$ cat config.mk
export PLATFORM = sky130hd
export DESIGN_NAME = gpr_wb_arbiter
export DESIGN_NICKNAME = d
export VERILOG_FILES = /design/src/rtl/gpr_wb_arbiter.sv
export SDC_FILE = /design/constraint.sdc
export NUM_CORES = 1
export LEC_CHECK = 0
export BUFFER_PORTS_ARGS = -buffer_cell sky130_fd_sc_hd__buf_2
export CAP_MARGIN = 15
export CORE_ASPECT_RATIO = 1.2
export CORE_MARGIN = 3
export CORE_UTILIZATION = 53
export CTS_BUF_LIST = sky130_fd_sc_hd__clkbuf_2 sky130_fd_sc_hd__clkbuf_4 sky130_fd_sc_hd__clkbuf_8
export CTS_CLUSTER_SIZE = 40
export DETAILED_ROUTE_END_ITERATION = 10
export PLACE_DENSITY = 0.82
export SYNTH_ARGS = -nofsm -noshare
export SYNTH_HDL_FRONTEND = slang
export SYNTH_SLANG_ARGS = --single-unit
$ cat constraint.sdc
create_clock -name clk -period 3.1 [get_ports clk]
set_clock_uncertainty 0.05 [all_clocks]
set_input_delay 0.465 -clock clk [delete_from_list [all_inputs] [get_ports clk]]
set_output_delay 0.465 -clock clk [all_outputs]
set_load 0.02 [all_outputs]
$ cat src/rtl/gpr_wb_arbiter.sv
// Writeback arbiter: three one-entry request buffers feeding a single registered GPR write port.
// Define GPR_WB_RR_EN for round-robin arbitration; otherwise fixed priority with starvation promotion.
module gpr_wb_arbiter #(
    parameter int DATA_W       = 32,
    parameter int STARVE_LIMIT = 4
) (
    input  logic              clk,
    input  logic              rst,
    input  logic              alu_valid,
    input  logic [4:0]        alu_rd,
    input  logic [DATA_W-1:0] alu_data,
    output logic              alu_ready,
    input  logic              csr_valid,
    input  logic [4:0]        csr_rd,
    input  logic [DATA_W-1:0] csr_data,
    output logic              csr_ready,
    input  logic              fpu_valid,
    input  logic [4:0]        fpu_rd,
    input  logic [DATA_W-1:0] fpu_data,
    output logic              fpu_ready,
    output logic              wen,
    output logic [4:0]        waddr,
    output logic [DATA_W-1:0] wdata,
    output logic [1:0]        wsrc,
    output logic [31:0]       pending,
    output logic              idle
);

    localparam logic [1:0] SRC_ALU = 2'd0;
    localparam logic [1:0] SRC_CSR = 2'd1;
    localparam logic [1:0] SRC_FPU = 2'd2;

    // Per-source vectors are indexed by source id so the buffers can be handled in loops.
    logic [2:0]        in_valid;
    logic [4:0]        in_rd   [3];
    logic [DATA_W-1:0] in_data [3];

    logic [2:0]        buf_v;
    logic [4:0]        buf_rd   [3];
    logic [DATA_W-1:0] buf_data [3];

    logic [2:0]        gnt_vec;
    logic              gnt_any;
    logic [1:0]        gnt_id;
    logic [4:0]        gnt_rd;
    logic [DATA_W-1:0] gnt_data;
    logic [2:0]        ready_vec;
    logic [2:0]        accept;

    always_comb begin
        in_valid   = {fpu_valid, csr_valid, alu_valid};
        in_rd[0]   = alu_rd;
        in_rd[1]   = csr_rd;
        in_rd[2]   = fpu_rd;
        in_data[0] = alu_data;
        in_data[1] = csr_data;
        in_data[2] = fpu_data;
    end

    // A granted entry leaves on this edge, so its slot may be refilled in the same cycle.
    assign ready_vec = {3{~rst}} & (~buf_v | gnt_vec);
    assign accept    = in_valid & ready_vec;
    assign alu_ready = ready_vec[0];
    assign csr_ready = ready_vec[1];
    assign fpu_ready = ready_vec[2];
    assign gnt_any   = |gnt_vec;

`ifndef GPR_WB_RR_EN
    localparam int                AGE_W   = $clog2(STARVE_LIMIT + 1);
    localparam logic [AGE_W-1:0] AGE_MAX = AGE_W'(STARVE_LIMIT);

    logic [AGE_W-1:0] age [3];
    logic [2:0]       starved;
    logic [2:0]       cand;

    // NOTE: every output of a combinational block gets a default first, so no path leaves it unassigned (no latch).
    always_comb begin
        gnt_vec = '0;
        gnt_id  = SRC_ALU;
        for (int i = 0; i < 3; i++) begin
            starved[i] = buf_v[i] && (age[i] == AGE_MAX);
        end
        cand = (|starved) ? starved : buf_v;
        if (cand[SRC_CSR]) begin
            gnt_vec[SRC_CSR] = 1'b1;
            gnt_id           = SRC_CSR;
        end else if (cand[SRC_FPU]) begin
            gnt_vec[SRC_FPU] = 1'b1;
            gnt_id           = SRC_FPU;
        end else if (cand[SRC_ALU]) begin
            gnt_vec[SRC_ALU] = 1'b1;
            gnt_id           = SRC_ALU;
        end
    end

    // NOTE: state registers use non-blocking assignment so every flop samples pre-edge values.
    always_ff @(posedge clk) begin
        if (rst) begin
            for (int i = 0; i < 3; i++) begin
                age[i] <= '0;
            end
        end else begin
            for (int i = 0; i < 3; i++) begin
                if (!buf_v[i] || gnt_vec[i]) begin
                    age[i] <= '0;
                end else if (age[i] != AGE_MAX) begin
                    age[i] <= age[i] + 1'b1;
                end
            end
        end
    end
`else
    logic [1:0] rr_ptr;
    logic [1:0] rr_p1;
    logic [1:0] rr_p2;

    // Rotation order CSR -> FPU -> ALU -> CSR.
    function automatic logic [1:0] next_src(input logic [1:0] s);
        case (s)
            SRC_CSR: next_src = SRC_FPU;
            SRC_FPU: next_src = SRC_ALU;
            default: next_src = SRC_CSR;
        endcase
    endfunction

    // NOTE: every output of a combinational block gets a default first, so no path leaves it unassigned (no latch).
    always_comb begin
        gnt_vec = '0;
        gnt_id  = SRC_ALU;
        rr_p1   = next_src(rr_ptr);
        rr_p2   = next_src(rr_p1);
        if (buf_v[rr_ptr]) begin
            gnt_id = rr_ptr;
        end else if (buf_v[rr_p1]) begin
            gnt_id = rr_p1;
        end else begin
            gnt_id = rr_p2;
        end
        gnt_vec[gnt_id] = buf_v[gnt_id];
    end

    // NOTE: state registers use non-blocking assignment so every flop samples pre-edge values.
    always_ff @(posedge clk) begin
        if (rst) begin
            rr_ptr <= SRC_CSR;
        end else if (gnt_any) begin
            rr_ptr <= next_src(gnt_id);
        end
    end
`endif

    always_comb begin
        gnt_rd   = '0;
        gnt_data = '0;
        for (int i = 0; i < 3; i++) begin
            if (gnt_vec[i]) begin
                gnt_rd   = buf_rd[i];
                gnt_data = buf_data[i];
            end
        end
    end

    always_ff @(posedge clk) begin
        if (rst) begin
            buf_v <= '0;
        end else begin
            buf_v <= (buf_v & ~gnt_vec) | accept;
        end
    end

    // NOTE: payload storage is not reset; buf_v alone qualifies it, and leaving it unreset keeps the data path free of reset fan-out.
    always_ff @(posedge clk) begin
        for (int i = 0; i < 3; i++) begin
            if (accept[i]) begin
                buf_rd[i]   <= in_rd[i];
                buf_data[i] <= in_data[i];
            end
        end
    end

    // An rd=0 grant still consumes the entry and updates waddr/wdata, but never asserts wen.
    always_ff @(posedge clk) begin
        if (rst) begin
            wen   <= 1'b0;
            waddr <= '0;
            wdata <= '0;
            wsrc  <= SRC_ALU;
        end else if (gnt_any) begin
            wen   <= (gnt_rd != 5'd0);
            waddr <= gnt_rd;
            wdata <= gnt_data;
            wsrc  <= gnt_id;
        end else begin
            wen <= 1'b0;
        end
    end

    always_comb begin
        pending = '0;
        for (int i = 0; i < 3; i++) begin
            if (buf_v[i]) begin
                pending[buf_rd[i]] = 1'b1;
            end
        end
        pending[0] = 1'b0;
    end

    assign idle = ~|buf_v;

endmodule

==> reports/metrics.cfg <==
[run_status]
outcome = finished clean

[routing]
vias = 5230
routedWlPerCell_um = 19.6
routed_wl_um = 17300
drc_errors = 0
drtIter0Drc = 679
avgViaCountPerCell = 5.91
drt.antenna.violating_nets = 0
drt-pass1-iter-count = 8

[timing]
setup_violations = 0
rsz0062_at_grt = no
period_share_pct = 90.0
finalHoldViolCount = 0
maxSlewViolCount = 0
fin_ws_ps = 311
fmax_mhz = 359
relSlewSlack_pct = 34.4
tns_ps = 0
tightest_slew_ps = 983
period_needed_ps = 2790

[setup_path]
slowest_stage = nor3_1
worstPathRequired_ps = 2580
crit_path_start_kind = flop
endpoint_kind = primary output
crit_fanout = 10
path_cells = inv_1, nor3_1, a22oi_1, nand2_1, buf_2
critPathKind = reg2out
critPathTopFamily = simple AND/OR/NAND/NOR gates
r2r-start = age[2][0]
max_stage_delay_ps = 740
cp.buffers_inverters = 2
r2r_slack_ps = 450
critPathArrivalTime_ps = 2270
worstRegToRegCells = 8
r2r-end = wen

[pwr]
design_power_total_mw = 4.77
power_density_mw_per_mm2 = 586
p_leak_nw = 3.41
ir_drop_mv = 0.462

[clocking]
tritoncts = done
cts_hold_buf = 0
cts-resized-gates = 0
clk_path_buf_depth = 2
cts_buffers = 17
post-cts-setup-buffers = 0
cts_root_buffer = clkbuf_8
cts_num_sinks = 163
clk_latency_ps = 440
clk_pin_slew_ps = 90
h-tree-depth = 4

[die]
core_area_mm2 = 0.0118
dieArea_mm2 = 0.0137
start_util_pct = 55.3
io-pin-count = 192
die_x_um = 107
rows = 43
chipHeight_um = 128

[synthesis]
ys.flop_type = edfxtp_1
synth.yosys.seq_area_share_pct = 68.2
netlist_area_mm2 = 0.00654
avgSynthCellArea_um2 = 12.3
yosysWarnings = 0
netlist_instances = 530
synth-xor-area-share_pct = 0.268
ys_seq_elements = 163
synthSimpleGateAreaFrac_pct = 12.9
synthArstFlopShare_pct = 0
synth.distinct_cells = 39
synth_fa_ha_area_share_pct = 1.15
synth_edf_count = 120
synth.mux.area_fraction_pct = 0
synth-compound-area-share_pct = 14.1
synth_top_family_by_area = compound AO/OA/AOI/OAI gates

[global_routing]
grt_pass1_vias = 5148
gr-total-overflow = 0
grt_pass1_wl_um = 26400
track_usage_pct = 25.2
antenna_found_initial = 2
grt_max_degree = 38

[job]
cap_violations = 0

[cells_and_area]
final_core_util_pct = 68.8
fin_nets = 836
layout_commonest_cell = buf_2
syn2layout_area_growth_pct = 24.4
drive_above_1_share_pct = 33.6
mostFrequentLayoutCells = buf_2 (190), edfxtp_1 (120), nand2_1 (106)

[place]
place_ws_ps = 538
portBuffers = 190
place.detailed.hpwl_um = 12200
place_congestion = 0.895

[worst_hold_path]
worstHoldEndpoint = buf_data[0][89]
hp-start = fpu_data[25]
whs_path_depth = 1
hold_path.class = in2reg

## cell families (layout without fill, tap and decap cells)
logic type                 Yosys count  after routing
adders and majority gates            6              6
DFF                                163            163
xor gates and xnor gates             2              2
other                                2              5
buffers and inverters               52            247
AOI/OAI and AO/OA                  124            124
and+or+nand+nor                    181            181
## layout make-up
cell class	count	area, µm²
flip-flops and latches	163	4460
fillers	878	3690
multi-input cells	317	1890
repair buffers	203	1070
clock inverters	15	239
clock buffers	17	234
well taps	157	196
inverters	12	45.0
diodes	1	2.50
## flip-flops by register name (all words and copies together), names as in the netlist
name      count
wen           1
wsrc          2
buf_data     96
age           9
wdata        32
waddr         5
buf_rd       15
buf_v         3
## worst max path at each step
| stage | start | end | slack, ps | depth (start not counted) |
|---|---|---|---|---|
| 2_1_floorplan | age[2][0] | buf_data[0][64] | 110 | 7 |
| 3_3_place_gp | age[0][0] | wen | 680 | 8 |
| 3_5_place_dp | age[0][0] | wen | 540 | 8 |
| 4_1_cts | buf_v[2] | pending[24] | 320 | 5 |
| 5_1_grt | buf_v[2] | pending[24] | 70 | 5 |
| 6_report | buf_v[2] | pending[24] | 310 | 5 |
## routing by layer
metal | GRT usage [%] | part of all wire, % | routed length (µm) | up-vias
li1 | - | - | - | 2366
met1 | 30.5 | 36 | 6280 | 2447
met2 | 44.4 | 51 | 8880 | 368
met3 | 5.04 | 9.8 | 1690 | 47
met4 | 9.51 | 2.6 | 454 | 2
met5 | 0 | 0.064 | 11 | -
## cells in the mapped netlist (all sizes together), types with 9 or more instances
library cell / instances / area, µm²
and3b: 10 / 87.6
dfxtp: 43 / 861
nor2: 20 / 75.1
buf: 11 / 58.8
clkbuf: 29 / 111
nand2: 107 / 404
nor3: 9 / 45.0
nor3b: 13 / 97.6
edfxtp: 120 / 3600
a222oi: 34 / 340
a22oi: 29 / 218
inv: 12 / 45.0
a21oi: 47 / 239
## report_power, final
group          internal (mW)  leakage, nW  switching [mW]
sequential              2.46         1.50          0.0658
clock                  0.984        0.233           0.796
combinational          0.175         1.68           0.287
## metrics by stage
step	hold WS, ps	std cells	area, µm²
after global routing	110	885	8140
after detailed placement	415	852	7670
final	145	885	8140
after CTS	120	884	8140
after floorplan	421	532	6550
after global placement	409	852	7670
## worst reg2reg max path, cell delays in order, from the launching register on
cell and delay [ps]:
edfxtp_1 410, inv_1 70, ha_1 260, nand3_1 140, a21oi_2 120, nor2b_4 790
a22o_1 300, and3b_1 190, a311oi_2 230
Power figures use the tool's default switching activity.
